**config.mk**
```make
export PLATFORM = sky130hd
export DESIGN_NAME = morse_sequencer_flat
export DESIGN_NICKNAME = d
export VERILOG_FILES = /design/src/rtl/morse_pkg.sv /design/src/rtl/morse_sequencer_if.sv /design/src/rtl/unit_tick_gen.sv /design/src/rtl/morse_sequencer.sv /design/src/flat_wrapper.sv
export SDC_FILE = /design/constraint.sdc
export NUM_CORES = 1
export LEC_CHECK = 0
export ABC_CLOCK_PERIOD_IN_PS = 2600
export BUFFER_PORTS_ARGS = -buffer_cell sky130_fd_sc_hd__buf_2
export CAP_MARGIN = 5
export CORE_MARGIN = 4
export CORE_UTILIZATION = 50
export DETAILED_ROUTE_END_ITERATION = 6
export PLACE_DENSITY = 0.78
export SLEW_MARGIN = 20
export SYNTH_ARGS = -nofsm -noshare
export SYNTH_HDL_FRONTEND = slang
export SYNTH_SLANG_ARGS = --single-unit
```
**constraint.sdc**
```tcl
create_clock -name CLK -period 2.6 [get_ports CLK]
set_input_delay 0.13 -clock CLK [delete_from_list [all_inputs] [get_ports CLK]]
set_output_delay 0.13 -clock CLK [all_outputs]
set_load 0.02 [all_outputs]
```
**src/rtl/morse_pkg.sv**
```systemverilog
// Shared Morse timing constants, FSM state encoding and the element-to-units helper.
// Pure declarations: no latency, no backpressure.
package morse_pkg;

    localparam int UNIT_W = 3;
    localparam int LEN_W  = 3;

    localparam logic [UNIT_W-1:0] DOT_UNITS        = 3'd1;
    localparam logic [UNIT_W-1:0] DASH_UNITS       = 3'd3;
    localparam logic [UNIT_W-1:0] ELEM_GAP_UNITS   = 3'd1;
    localparam logic [UNIT_W-1:0] LETTER_GAP_UNITS = 3'd3;
    localparam logic [UNIT_W-1:0] WORD_GAP_UNITS   = 3'd7;

    localparam logic [1:0] ST_IDLE  = 2'd0;
    localparam logic [1:0] ST_MARK  = 2'd1;
    localparam logic [1:0] ST_SPACE = 2'd2;
    localparam logic [1:0] ST_LGAP  = 2'd3;

    typedef enum logic [1:0] {
        IDLE  = ST_IDLE,
        MARK  = ST_MARK,
        SPACE = ST_SPACE,
        LGAP  = ST_LGAP
    } state_t;

    function automatic logic [UNIT_W-1:0] elem_units(input logic is_dash);
        return is_dash ? DASH_UNITS : DOT_UNITS;
    endfunction

endpackage

```
**src/rtl/morse_sequencer_if.sv**
```systemverilog
// Character request / keyed-output bundle between encoder, sequencer and output stage.
// START is only honoured while BUSY is low; there is no other backpressure.
interface morse_sequencer_if #(
    parameter int MAX_LEN = 5
);
    import morse_pkg::*;

    logic                START;
    logic [LEN_W-1:0]    SYM_LEN;
    logic [MAX_LEN-1:0]  SYM_PAT;
    logic                BUSY;
    logic                MORSE_OUT;
    logic                DONE;

    modport master (
        output START, SYM_LEN, SYM_PAT,
        input  BUSY, MORSE_OUT, DONE
    );

    modport slave (
        input  START, SYM_LEN, SYM_PAT,
        output BUSY, MORSE_OUT, DONE
    );

endinterface

```
**src/rtl/unit_tick_gen.sv**
```systemverilog
// Restartable Morse unit prescaler: TICK is high in the last cycle of each UNIT_CYCLES window.
// CLR restarts the window at the next edge and masks TICK in that cycle; no backpressure.
module unit_tick_gen #(
    parameter int UNIT_CYCLES = 25000000,
    parameter int CNT_W       = 25
) (
    input  logic CLK,
    input  logic RST,
    input  logic CLR,
    output logic TICK
);

    localparam logic [CNT_W-1:0] LAST = CNT_W'(UNIT_CYCLES - 1);

    logic [CNT_W-1:0] cnt_q;
    logic             at_last;

    assign at_last = (cnt_q == LAST);
    assign TICK    = at_last && !CLR;

    always_ff @(posedge CLK) begin
        if (RST || CLR) begin
            cnt_q <= '0;
        end else if (at_last) begin
            cnt_q <= '0;
        end else begin
            cnt_q <= cnt_q + CNT_W'(1);
        end
    end

endmodule

```
**src/rtl/morse_sequencer.sv**
```systemverilog
// Morse keying FSM: latches one character per accepted START and plays marks/gaps in unit ticks.
// MORSE_OUT/BUSY move on the accept edge; START is ignored while BUSY, DONE pulses one cycle at the end.
module morse_sequencer
    import morse_pkg::*;
#(
    parameter int UNIT_CYCLES = 25000000,
    parameter int CNT_W       = 25,
    parameter int MAX_LEN     = 5
) (
    input  logic              CLK,
    input  logic              RST,
    morse_sequencer_if.slave  bus
);

    state_t              state_q, state_n;
    logic [UNIT_W-1:0]   units_q, units_n;
    logic [LEN_W-1:0]    idx_q, idx_n;
    logic [LEN_W-1:0]    len_q, len_n;
    logic [MAX_LEN-1:0]  pat_q, pat_n;
    logic                busy_q, busy_n;
    logic                out_q, out_n;
    logic                done_q, done_n;
    logic                tick;
    logic                clr;
    logic                len_ok;
    logic                last_unit;

    unit_tick_gen #(
        .UNIT_CYCLES (UNIT_CYCLES),
        .CNT_W       (CNT_W)
    ) u_tick (
        .CLK  (CLK),
        .RST  (RST),
        .CLR  (clr),
        .TICK (tick)
    );

    assign len_ok    = (bus.SYM_LEN != '0) && (bus.SYM_LEN <= LEN_W'(MAX_LEN));
    assign last_unit = tick && (units_q == UNIT_W'(1));

    always_comb begin
        state_n = state_q;
        units_n = units_q;
        idx_n   = idx_q;
        len_n   = len_q;
        pat_n   = pat_q;
        busy_n  = busy_q;
        out_n   = out_q;
        done_n  = 1'b0;
        clr     = 1'b0;

        case (state_q)
            IDLE: begin
                if (bus.START && len_ok) begin
                    clr     = 1'b1;
                    state_n = MARK;
                    pat_n   = bus.SYM_PAT;
                    len_n   = bus.SYM_LEN;
                    idx_n   = '0;
                    units_n = elem_units(bus.SYM_PAT[0]);
                    busy_n  = 1'b1;
                    out_n   = 1'b1;
                end else if (bus.START && (bus.SYM_LEN == '0)) begin
                    clr     = 1'b1;
                    state_n = LGAP;
                    units_n = WORD_GAP_UNITS;
                    busy_n  = 1'b1;
                end
            end
            MARK: begin
                if (last_unit) begin
                    out_n = 1'b0;
                    if ((idx_q + LEN_W'(1)) < len_q) begin
                        state_n = SPACE;
                        units_n = ELEM_GAP_UNITS;
                    end else begin
                        state_n = LGAP;
                        units_n = LETTER_GAP_UNITS;
                    end
                end else if (tick) begin
                    units_n = units_q - UNIT_W'(1);
                end
            end
            SPACE: begin
                if (last_unit) begin
                    // Pattern shifts down so the current element always sits in bit 0.
                    pat_n   = pat_q >> 1;
                    idx_n   = idx_q + LEN_W'(1);
                    units_n = elem_units(pat_n[0]);
                    state_n = MARK;
                    out_n   = 1'b1;
                end else if (tick) begin
                    units_n = units_q - UNIT_W'(1);
                end
            end
            LGAP: begin
                if (last_unit) begin
                    state_n = IDLE;
                    busy_n  = 1'b0;
                    done_n  = 1'b1;
                end else if (tick) begin
                    units_n = units_q - UNIT_W'(1);
                end
            end
            default: begin
                state_n = IDLE;
                busy_n  = 1'b0;
                out_n   = 1'b0;
            end
        endcase
    end

    always_ff @(posedge CLK) begin
        if (RST) begin
            state_q <= IDLE;
            units_q <= '0;
            idx_q   <= '0;
            len_q   <= '0;
            pat_q   <= '0;
            busy_q  <= 1'b0;
            out_q   <= 1'b0;
            done_q  <= 1'b0;
        end else begin
            state_q <= state_n;
            units_q <= units_n;
            idx_q   <= idx_n;
            len_q   <= len_n;
            pat_q   <= pat_n;
            busy_q  <= busy_n;
            out_q   <= out_n;
            done_q  <= done_n;
        end
    end

    assign bus.BUSY      = busy_q;
    assign bus.MORSE_OUT = out_q;
    assign bus.DONE      = done_q;

endmodule

```
**src/flat_wrapper.sv**
```systemverilog
// flat-port wrapper written by rule: the top's interface ports become plain ports
module morse_sequencer_flat import morse_pkg::*;
#(
    parameter int UNIT_CYCLES = 25000000,
    parameter int CNT_W       = 25,
    parameter int MAX_LEN     = 5
)
  (CLK, RST, bus_START, bus_SYM_LEN, bus_SYM_PAT, bus_BUSY, bus_MORSE_OUT, bus_DONE);
  morse_sequencer_if #(.MAX_LEN(MAX_LEN)) bus_i ();
  input  logic CLK;
  input  logic RST;
  input wire logic [$bits(bus_i.START)-1:0] bus_START;
  input wire logic [$bits(bus_i.SYM_LEN)-1:0] bus_SYM_LEN;
  input wire logic [$bits(bus_i.SYM_PAT)-1:0] bus_SYM_PAT;
  output wire logic [$bits(bus_i.BUSY)-1:0] bus_BUSY;
  output wire logic [$bits(bus_i.MORSE_OUT)-1:0] bus_MORSE_OUT;
  output wire logic [$bits(bus_i.DONE)-1:0] bus_DONE;
  assign bus_i.START = bus_START;
  assign bus_i.SYM_LEN = bus_SYM_LEN;
  assign bus_i.SYM_PAT = bus_SYM_PAT;
  assign bus_BUSY = bus_i.BUSY;
  assign bus_MORSE_OUT = bus_i.MORSE_OUT;
  assign bus_DONE = bus_i.DONE;
  morse_sequencer #(.UNIT_CYCLES(UNIT_CYCLES), .CNT_W(CNT_W), .MAX_LEN(MAX_LEN)) u_core (.CLK(CLK), .RST(RST), .bus(bus_i));
endmodule
```
Yosys cells after proc, flatten, opt, wreduce, memory -nomap -nowiden
Cells that the tools add are included.

word-level totals
  input port bits = 11
  register bits after elaboration = 44
  logic and storage cells = 81

cells by class
  muxes and demuxes = 34
  $add $sub $neg = 3
  equality and inequality tests = 11
  bitwise operators = 1
  order comparisons = 2
  reduce and logical (&&, ||, !) cells = 21

operators by type and width
  cell                   number
  $add 25x1->25 const B  1
  $eq 25x25->1 const B   1
  $mux 3                 8
  $mux 2                 8
  $pmux 3 s4             1
  $mux 1                 10
  $mux 5                 2
  $pmux 5 s2             1
  $ne 2x1->1 const B     4
  $pmux 2 s4             1
  $reduce_and 4->1       2
  $pmux 3 s2             1
  $reduce_and 3->1       2
  $reduce_bool 3->1      2
  $logic_and 1x1->1      5
  $eq 2x2->1 const B     2
  $reduce_and 2->1       2
  $reduce_bool 2->1      2
  $reduce_or 2->1        2
  $add 3x1->3 const B    1
  $eq 3x1->1 const B     1
  $le 3x3->1 const B     1
  $logic_not 3->1        1
  $lt 3x3->1             1
  other kinds (10)       10

Longest topological paths before layout
Gate-level depths: netlist of run 1.

  depth in word-level cells = 10
  depth in mapped cells = 9
  depth with buffers taken out = 9

By module
Synthesis of run 1 repeated with hierarchy kept, for this count alone.

second synthesis, totals
  cell total of the unflattened synthesis = 260
  area total of the unflattened synthesis = 2209.6 um^2

modules (own cells, without submodules)
  module           sequential area each (um^2)  cells each  times used  area an instance (um^2)
  unit_tick_gen    500.5                        135         1           1192.4
  morse_sequencer  360.3                        125         1           1017.2

Worst setup path after synthesis of run 1
No wires, ideal clock.

  path type = register to register
  start point = register u_core.u_tick.cnt_q[9]
  end point = register u_core.state_q[0]
  library setup time = 70 ps
  arrival = 2475 ps
  period minus slack after synthesis = 2546 ps
  stages on the path, launching flop included = 8
  slack = 54 ps
  cell sequence = dfxtp_1 -> or4b_1 -> or4_4 -> or4b_4 -> buf_6 -> a21o_1 -> a211o_1 -> a21oi_1

on the way
  word-level cells in the longest chain between the ends = 5
  elaborated cells between the ends (all ways) = 7
  classes of those cells = 4 x eq/ne; 3 x reduce/logical

RTL lines
  item                          line                    source
  start, declared               unit_tick_gen.sv:15     logic [CNT_W-1:0] cnt_q;
  start signal, assigned        unit_tick_gen.sv:27     cnt_q <= cnt_q + CNT_W'(1);
  $eq 25x25->1 *                unit_tick_gen.sv:18     assign at_last = (cnt_q == LAST);
  $logic_and 1x1->1 *           unit_tick_gen.sv:19     assign TICK = at_last && !CLR;
  $logic_and 1x1->1 *           morse_sequencer.sv:39   assign last_unit = tick && (units_q == UNIT_W'(1));
  $ne 2x1->1 (no line)          n/a
  $reduce_and 4->1 (no line) *  n/a
  end signal, assigned          morse_sequencer.sv:124  state_q <= state_n;
  end, declared                 morse_sequencer.sv:15   state_t state_q, state_n;

Mark *: on every way between the ends. The rest lies on a longest branch, timed or not.
A chain may end at the register's enable or synchronous reset.

Final worst setup path of run 1
  start point = register u_core.u_tick.cnt_q[17]
  end point = register u_core.state_q[0]

Same word-level chain as after synthesis.

==> flow_summary.json, run 1 <==
{
  "status": "finished clean",
  "hp-start": "bus_SYM_PAT[4]",
  "synth_edf_count": 0,
  "final_cell_mix": "dfxtp_1, nor2_1, nand2_1",
  "slew-limit-headroom_pct": 60.9,
  "crit_type": "reg2reg",
  "holdWs_ns": 0.116,
  "clk_pin_slew_ns": 0.08,
  "h-tree-depth": 2,
  "dr.first_iter.drc_count": 106,
  "crit_path_end_kind": "flop",
  "final_cells": 341,
  "p_int_w": 0.00134,
  "hold_end": "u_core.pat_q[4]",
  "rsz0062_at_grt": "true",
  "switchingPower_w": 0.000677,
  "finalCritPeriodShare_pct": 99.6,
  "routed_wl_mm": 4.55,
  "antenna_found_initial": 0,
  "core_area_um2": 4350,
  "syn_nets": 289,
  "dp.cells": 331,
  "cts.path.max_buffers": 2,
  "async_flop_share_pct": 0,
  "rows": 24,
  "r2r_cells": 6,
  "cts_tree": "yes",
  "cts_sinks": 43,
  "gp_congestion": 0.874,
  "regToRegSetupSlack_ns": 0.01,
  "fp.dieW_um": 74.9,
  "seqPwrFrac_pct": 39.7,
  "setup_viol": 0,
  "tightest_slew_ns": 0.580,
  "final-hold-violation-count": 0,
  "dpl.hpwl_mm": 3.14,
  "synthFlopType": "dfxtp_1",
  "clk_latency_ns": 0.29,
  "numPortBuffers": 13,
  "period_needed_ns": 2.59,
  "nFillCells": 370,
  "min_path_type": "in2reg",
  "ys_ff_latch": 43,
  "vdd_drop_max_v": 0.000678,
  "max_freq_mhz": 386,
  "yosysTopAreaCell": "dfxtp_1",
  "p_total_w": 0.00202,
  "start_util_pct": 51.4,
  "finClkSkew_ns": 0.00846,
  "grt_max_degree": 26,
  "start_kind": "flop",
  "synthTopCellsByArea": "dfxtp_1, nor2_1, ha_1, xnor2_1, xor2_1",
  "syn_area_um2": 2240,
  "pin_count": 14,
  "synth.distinct_cells": 45,
  "grt_remaining_overflow": 0,
  "ys_warn_count": 0,
  "nNetsFinal": 310,
  "synthCells": 267,
  "first_pass_iters": 4,
  "cp.required_ns": 2.83,
  "syn_to_final_growth_pct": 14.3,
  "grt_pass1_wl_mm": 7.80,
  "tns_ns": 0,
  "cp_data_arrival_time_ns": 2.82,
  "clkPwrFrac_pct": 26.4,
  "p_comb_share_pct": 33.9,
  "ys_seq_area_share_pct": 38.5,
  "yosysTopAreaCellShare_pct": 38.5,
  "post_drt_wl_per_cell_um": 13.3,
  "drv_cap": 0,
  "avgSynthCellArea_um2": 8.38,
  "vias_per_cell": 5.50,
  "critical_path.max_fanout": 5,
  "layout_commonest_cell": "dfxtp_1",
  "diodes": 0,
  "grt_pass1_vias": 1723,
  "die_h_um": 74.9,
  "drive_above_1_share_pct": 14.9,
  "drc": 0,
  "numCtsBuffers": 5,
  "die_area_um2": 5610,
  "rr_endpoint": "u_core.state_q[0]",
  "root_buffer": "clkbuf_8",
  "pwr_density_cell_nw_per_um2": 788,
  "p_leak_nw": 0.969,
  "r2r_start": "u_core.u_tick.cnt_q[17]",
  "vias": 1877,
  "drv_slew": 0,
  "hold-path-cell-count": 3,
  "grt_use_total_pct": 17.8,
  "postRouteAntennaNets": 0,
  "p_sw_share_pct": 33.6
}
-- what timing repair did --
item,CTS,global route
setup endpoints to repair,1,6
pin swaps,1,6
hold buffers,0,0
hold endpoints to repair,0,0
resized for setup,1,5
buffers inserted,0,2
-- metrics by stage --
step	setup WS [ns]	cell area (um2)	util, %
3_3_place_gp	0.0732	2390	55.0
6_report	0.0103	2560	58.7
3_5_place_dp	-0.0219	2390	55.0
4_1_cts	0.00707	2520	57.8
2_1_floorplan	0.0544	2240	-
5_1_grt	-0.0643	2560	58.7
-- worst max path at each step --
stage / cells after the start / startpoint / endpoint / slack [ns]
floorplan: 7 / u_core.u_tick.cnt_q[9] / u_core.state_q[0] / 0.05
global placement: 7 / u_core.u_tick.cnt_q[17] / u_core.idx_q[2] / 0.07
detailed placement: 7 / u_core.u_tick.cnt_q[17] / u_core.idx_q[2] / -0.02
CTS: 7 / u_core.u_tick.cnt_q[17] / u_core.idx_q[2] / 0.007
global route: 7 / u_core.u_tick.cnt_q[17] / u_core.idx_q[2] / -0.06
finish: 6 / u_core.u_tick.cnt_q[17] / u_core.state_q[0] / 0.01
-- worst max-delay path: stages (launching register included) --
cell and delay (ns):
dfxtp_2 0.33, or4b_1 0.49, or4_4 0.46, or4b_4 0.59, a21o_1 0.25, a211o_1 0.28
a21oi_1 0.11
-- registers in the layout, indices dropped and copies added, names as in the netlist --
signal / count
u_core.bus.DONE: 1
u_core.bus.MORSE_OUT: 1
u_core.bus.BUSY: 1
u_core.state_q: 2
u_core.pat_q: 4
u_core.idx_q: 3
u_core.units_q: 3
u_core.u_tick.cnt_q: 25
u_core.len_q: 3
-- power groups by stage --
stage / clock network (W) / logic, W / registers (W)
after floorplan: 0 / 0.000506 / 0.000814
after global placement: 0 / 0.000628 / 0.000809
after detailed placement: 0 / 0.000641 / 0.000813
after CTS: 0.000547 / 0.000648 / 0.000799
after global routing: 0.000578 / 0.000768 / 0.000812
final: 0.000532 / 0.000683 / 0.000801
-- routing by layer --
layer,track usage (%),vias up,part of all wire (%)
met1,22.5,849,47
li1,-,973,-
met2,29.3,41,47
met3,3.60,14,3.5
met5,0,-,0
met4,7.71,0,2.7
-- Yosys cell counts (all sizes together) (2+ instances only) --
cell / n
o21ai: 11
a21oi: 16
xnor2: 12
or4b: 2
or3: 5
nor4: 5
nand3: 15
nand4: 2
dfxtp: 43
nor2: 40
clkbuf: 8
and2: 3
ha: 11
nor3: 7
a211oi: 7
a21bo: 2
xor2: 11
buf: 3
inv: 11
and3: 4
nand2: 17
mux2i: 5
a211o: 3
o31ai: 3
nand2b: 5
-- cell families after synthesis --
family / count (synthesis) / synth area share, %
xor+xnor: 23 / 9.00
mux: 6 / 2.74
fa+ha+maj: 11 / 6.15
buf+inv: 22 / 4.02
compound gates: 50 / 14.7
simple gates: 112 / 24.9
flops: 43 / 38.5
-- cell type report --
cell class | count | area [um2] | share of cell area, %
Inverter | 11 | 41.3 | 1.61
Sequential cell | 43 | 862 | 33.7
Tap cell | 52 | 65.1 | 2.54
Clock buffer | 6 | 82.6 | 3.23
Clock inverter | 2 | 35.0 | 1.37
Multi-Input combinational cell | 202 | 1310 | 51.3
Timing Repair Buffer | 25 | 159 | 6.21
(Power assumes the default switching activity.)
==> run 2: changes to the inputs <==
--- a/config.mk
+++ b/config.mk
@@ -18 +18,2 @@
 export SYNTH_SLANG_ARGS = --single-unit
+export TNS_END_PERCENT = 30
--- a/constraint.sdc
+++ b/constraint.sdc
@@ -3,2 +3,2 @@
 set_output_delay 0.13 -clock CLK [all_outputs]
-set_load 0.02 [all_outputs]
+set_load 0.1 [all_outputs]
==> flow_summary.json, run 2 (same netlist as run 1, synthesis figures left out) <==
{
  "start_util_pct": 51.4,
  "grt_max_degree": 26,
  "postRouteAntennaNets": 0,
  "diodes": 0,
  "cp.required_ns": 2.83,
  "start_kind": "flop",
  "period_needed_ns": 2.59,
  "rows": 24,
  "routed_wl_mm": 4.51,
  "die_h_um": 74.9,
  "switchingPower_w": 0.000750,
  "clk_pin_slew_ns": 0.08,
  "max_freq_mhz": 387,
  "p_comb_share_pct": 36.3,
  "dp.cells": 331,
  "regMostFlops": "u_core.u_tick.cnt_q",
  "first_pass_iters": 4,
  "clk_latency_ns": 0.29,
  "final_cell_mix": "dfxtp_1, nor2_1, nand2_1",
  "cts.path.max_buffers": 2,
  "ctsHoldBuffers": 0,
  "cts_tree": "yes",
  "rsz0062_at_grt": "true",
  "finClkSkew_ns": 0.00662,
  "holdWs_ns": 0.116,
  "min_path_type": "in2reg",
  "antenna_found_initial": 0,
  "hold-path-cell-count": 3,
  "dpl.hpwl_mm": 3.14,
  "gp_congestion": 0.874,
  "final-hold-violation-count": 0,
  "layout_commonest_cell": "dfxtp_1",
  "p_leak_nw": 0.962,
  "dr.first_iter.drc_count": 112,
  "vias_per_cell": 5.53,
  "numPortBuffers": 13,
  "p_sw_share_pct": 35.9,
  "rr_endpoint": "u_core.state_q[0]",
  "drv_cap": 0,
  "hp-start": "bus_SYM_PAT[4]",
  "pin_count": 14,
  "status": "finished clean",
  "r2r_cells": 6,
  "setup_viol": 0,
  "p_int_w": 0.00134,
  "reg.largest.list": "u_core.u_tick.cnt_q (25), u_core.pat_q (4)",
  "numCtsBuffers": 5,
  "root_buffer": "clkbuf_8",
  "nNetsFinal": 309,
  "largest_register_ff_count": 25,
  "nFillCells": 371,
  "grt_remaining_overflow": 0,
  "drive_above_1_share_pct": 14.2,
  "fp.dieW_um": 74.9,
  "grt_pass1_wl_mm": 7.80,
  "r2r_start": "u_core.u_tick.cnt_q[17]",
  "seqPwrFrac_pct": 38.3,
  "crit_type": "reg2reg",
  "finalCritPeriodShare_pct": 99.5,
  "h-tree-depth": 2,
  "drc": 0,
  "vdd_drop_max_v": 0.000727,
  "grt_use_total_pct": 17.8,
  "die_area_um2": 5610,
  "crit_path_end_kind": "flop",
  "drv_slew": 0,
  "final_cells": 340,
  "cts_sinks": 43,
  "hold_end": "u_core.pat_q[4]",
  "post_drt_wl_per_cell_um": 13.3,
  "tightest_slew_ns": 0.589,
  "grt_pass1_vias": 1723,
  "slew-limit-headroom_pct": 60.6,
  "core_area_um2": 4350,
  "pwr_density_cell_nw_per_um2": 821,
  "critical_path.max_fanout": 5,
  "vias": 1879,
  "clkPwrFrac_pct": 25.4,
  "cp_data_arrival_time_ns": 2.81,
  "regToRegSetupSlack_ns": 0.01,
  "syn_to_final_growth_pct": 13.7
}
[run 2: worst max-delay path, cell delays in order (launching register included)]
cell	delay, ns
dfxtp_2	0.33
or4b_1	0.49
or4_4	0.46
or4b_4	0.59
a21o_1	0.25
a211o_1	0.28
a21oi_1	0.11
[run 2: metrics by stage]
stage / setup TNS (ns) / cell area (um2) / util [%] / total power (W) / setup WS [ns]
2_1_floorplan: 0 / 2240 / - / 0.00139 / 0.0544
3_3_place_gp: 0 / 2390 / 55.0 / 0.00151 / 0.0732
3_5_place_dp: -0.0219 / 2390 / 55.0 / 0.00153 / -0.0219
4_1_cts: 0 / 2520 / 57.8 / 0.00207 / 0.00707
5_1_grt: -0.305 / 2540 / 58.4 / 0.00223 / -0.0694
6_report: 0 / 2540 / 58.4 / 0.00209 / 0.0137
[run 2: metal layers]
metal | part of all wire (%) | up-vias | GRT usage, % | routed length (um)
met5 | 0 | - | 0 | 0
met2 | 48 | 44 | 29.3 | 2150
met3 | 3.3 | 12 | 3.60 | 149
li1 | - | 972 | - | -
met1 | 46 | 851 | 22.5 | 2100
met4 | 2.5 | 0 | 7.71 | 111
[run 2: area by class of cell]
class	count	area, um2	area share, %
well taps	52	65.1	2.56
multi-input cells	202	1310	51.4
clock buffers	6	82.6	3.24
flip-flops and latches	43	862	33.9
repair buffers	24	151	5.95
clock inverters	2	35.0	1.38
inverters	11	41.3	1.62
[run 2: power by group through the flow]
stage          Combinational, W  Sequential [W]  Clock, W
3_5_place_dp           0.000716        0.000813         0
3_3_place_gp           0.000703        0.000809         0
2_1_floorplan          0.000506        0.000888         0
5_1_grt                0.000842        0.000811  0.000578
4_1_cts                0.000723        0.000799  0.000547
6_report               0.000757        0.000801  0.000530
[run 2: repair_timing]
action	in CTS	in global routing
resized for setup	1	4
gates cloned	0	0
buffers inserted	0	1
pin swaps	1	4
endpoints found under the setup margin	1	6
[run 2: how the worst max path moves through the flow]
stage,start,to,slack [ns],cells after the start
4_1_cts,u_core.u_tick.cnt_q[17],u_core.idx_q[2],0.007,7
5_1_grt,u_core.u_tick.cnt_q[17],u_core.idx_q[2],-0.07,7
3_5_place_dp,u_core.u_tick.cnt_q[17],u_core.idx_q[2],-0.02,7
3_3_place_gp,u_core.u_tick.cnt_q[17],u_core.idx_q[2],0.07,7
6_report,u_core.u_tick.cnt_q[17],u_core.state_q[0],0.01,6
2_1_floorplan,u_core.u_tick.cnt_q[9],u_core.state_q[0],0.05,7
==> run 3: changes to the inputs <==
Settings changed: CORE_UTILIZATION 50 to 49, PLACE_DENSITY 0.78 to 0.77.
==> flow_summary.json, run 3 (same netlist as run 1, synthesis figures left out) <==
{
  "numPortBuffers": 13,
  "final-hold-violation-count": 0,
  "reg.largest.list": "u_core.u_tick.cnt_q (25), u_core.pat_q (4)",
  "seqPwrFrac_pct": 40.8,
  "diodes": 0,
  "final_cells": 339,
  "rows": 24,
  "dpl.hpwl_mm": 3.07,
  "max_freq_mhz": 394,
  "period_needed_ns": 2.54,
  "nNetsFinal": 308,
  "drv_cap": 0,
  "critPathTopFamily": "simple AND/OR/NAND/NOR gates",
  "clk_pin_slew_ns": 0.08,
  "grt_pass1_wl_mm": 7.35,
  "slowest_stage": "or4b_4",
  "postRouteAntennaNets": 0,
  "post_cts_buffers": 0,
  "cp_slowest_stage_delay_ns": 0.57,
  "vdd_drop_max_v": 0.000836,
  "cts_sinks": 43,
  "cts.path.max_buffers": 2,
  "core_area_um2": 4380,
  "r2r_cells": 6,
  "min_path_type": "in2reg",
  "switchingPower_w": 0.000755,
  "drv_slew": 0,
  "nFillCells": 400,
  "r2r_start": "u_core.u_tick.cnt_q[17]",
  "critical_path.max_fanout": 8,
  "root_buffer": "clkbuf_8",
  "post_drt_wl_per_cell_um": 12.5,
  "dp_slack_ns": 0.0523,
  "cp_cell_sequence": "or4b_1 > or4_4 > or4b_4 > a21o_1 > o31ai_2 > a21oi_2",
  "p_total_w": 0.00196,
  "finalCritPeriodShare_pct": 97.7,
  "p_comb_share_pct": 37.7,
  "antenna_found_initial": 0,
  "pin_count": 14,
  "start_util_pct": 51.1,
  "die_h_um": 75.6,
  "grt_use_total_pct": 16.7,
  "syn_to_final_growth_pct": 11.6,
  "tns_ns": 0,
  "clk_latency_ns": 0.30,
  "tightest_slew_ns": 0.538,
  "hold-path-cell-count": 3,
  "p_int_w": 0.00120,
  "clkPwrFrac_pct": 21.4,
  "crit_path_end_kind": "flop",
  "drive_above_1_share_pct": 14.3,
  "crit_type": "reg2reg",
  "grt_pass1_vias": 1672,
  "h-tree-depth": 2,
  "vias": 1870,
  "p_sw_share_pct": 38.6,
  "grt_max_degree": 26,
  "hold_end": "u_core.pat_q[4]",
  "die_area_um2": 5710,
  "layout_commonest_cell": "dfxtp_1",
  "fp.dieW_um": 75.6,
  "status": "finished clean",
  "pwr_density_cell_nw_per_um2": 784,
  "numCtsBuffers": 5,
  "setup_viol": 0,
  "routed_wl_mm": 4.25,
  "dp.cells": 331,
  "first_pass_iters": 4,
  "p_leak_nw": 0.930,
  "gp_congestion": 0.809,
  "holdWs_ns": 0.0958,
  "hp-start": "bus_SYM_PAT[4]",
  "finClkSkew_ns": 0.00785,
  "crit_cells": 6,
  "cts_tree": "yes",
  "slew-limit-headroom_pct": 63.8,
  "largest_register_ff_count": 25,
  "grt_remaining_overflow": 0,
  "cp_data_arrival_time_ns": 2.72,
  "worst_slack_ns": 0.0592,
  "path_buf_inv": 0,
  "regMostFlops": "u_core.u_tick.cnt_q",
  "drc": 0,
  "regToRegSetupSlack_ns": 0.06,
  "dr.first_iter.drc_count": 112,
  "cp.required_ns": 2.78,
  "start_kind": "flop",
  "rsz0062_at_grt": "true",
  "vias_per_cell": 5.52,
  "final_cell_mix": "dfxtp_1, nor2_1, nand2_1",
  "rr_endpoint": "u_core.state_q[0]"
}
-- run 3: cell types whose count changed in the layout (fill, tap and decap cells not counted) --
cell,delta
clkbuf_8,-1
buf_6,-1
clkinvlp_4,+2
nor4b_1,+1
a21oi_2,+2
a21oi_1,-2
bufinv_16,-1
nor4b_4,-1
-- run 3: metrics by stage --
step / utilization, % / cell area (um2)
global placement: 54.6 / 2390
floorplan: - / 2240
CTS: 56.6 / 2480
detailed placement: 54.6 / 2390
finish: 57.0 / 2500
global route: 57.0 / 2500
-- run 3: final cells by class --
cell class | count | area [um2] | area share [%]
well taps | 52 | 65.1 | 2.61
multi-input cells | 202 | 1300 | 52.1
clock inverters | 3 | 20.0 | 0.802
repair buffers | 23 | 140 | 5.61
inverters | 11 | 41.3 | 1.65
flip-flops and latches | 43 | 862 | 34.5
clock buffers | 5 | 68.8 | 2.76
-- run 3: worst max path at each step --
| stage | start | endpoint | slack [ns] |
|---|---|---|---|
| after floorplan | u_core.u_tick.cnt_q[9] | u_core.state_q[0] | 0.05 |
| after global placement | u_core.u_tick.cnt_q[17] | u_core.state_q[0] | 0.06 |
| after detailed placement | u_core.u_tick.cnt_q[17] | u_core.state_q[0] | 0.05 |
| after CTS | u_core.u_tick.cnt_q[17] | u_core.state_q[0] | 0.04 |
| after global routing | u_core.u_tick.cnt_q[9] | u_core.state_q[0] | -0.06 |
| final | u_core.u_tick.cnt_q[17] | u_core.state_q[0] | 0.06 |
-- run 3: per-layer routing --
| layer | global-route usage, % | vias up | wire length (um) |
|---|---|---|---|
| li1 | - | 962 | - |
| met1 | 21.7 | 867 | 2070 |
| met2 | 27.1 | 35 | 1980 |
| met3 | 3.96 | 6 | 138 |
| met4 | 6.02 | 0 | 63 |
| met5 | 0 | - | 0 |
-- run 3: power by group through the flow --
stage | sequential (W) | clock, W | combinational, W
floorplan | 0.000888 | 0 | 0.000506
global route | 0.000811 | 0.000454 | 0.000813
global placement | 0.000810 | 0 | 0.000709
finish | 0.000800 | 0.000420 | 0.000739
detailed placement | 0.000814 | 0 | 0.000714
CTS | 0.000799 | 0.000429 | 0.000717
-- run 3: worst reg2reg max path, delay by kind of cell, from the launching register on --
family | cells | cell delay (ns)
AOI/OAI and AO/OA | 3 | 0.58
DFF | 1 | 0.34
and+or+nand+nor | 3 | 1.51
-- run 3: repair_timing --
item / in CTS / in global routing
resized for setup: 0 / 4
hold buffers: 0 / 0
setup endpoints to repair: 0 / 10
endpoints found under the hold margin: 0 / 0
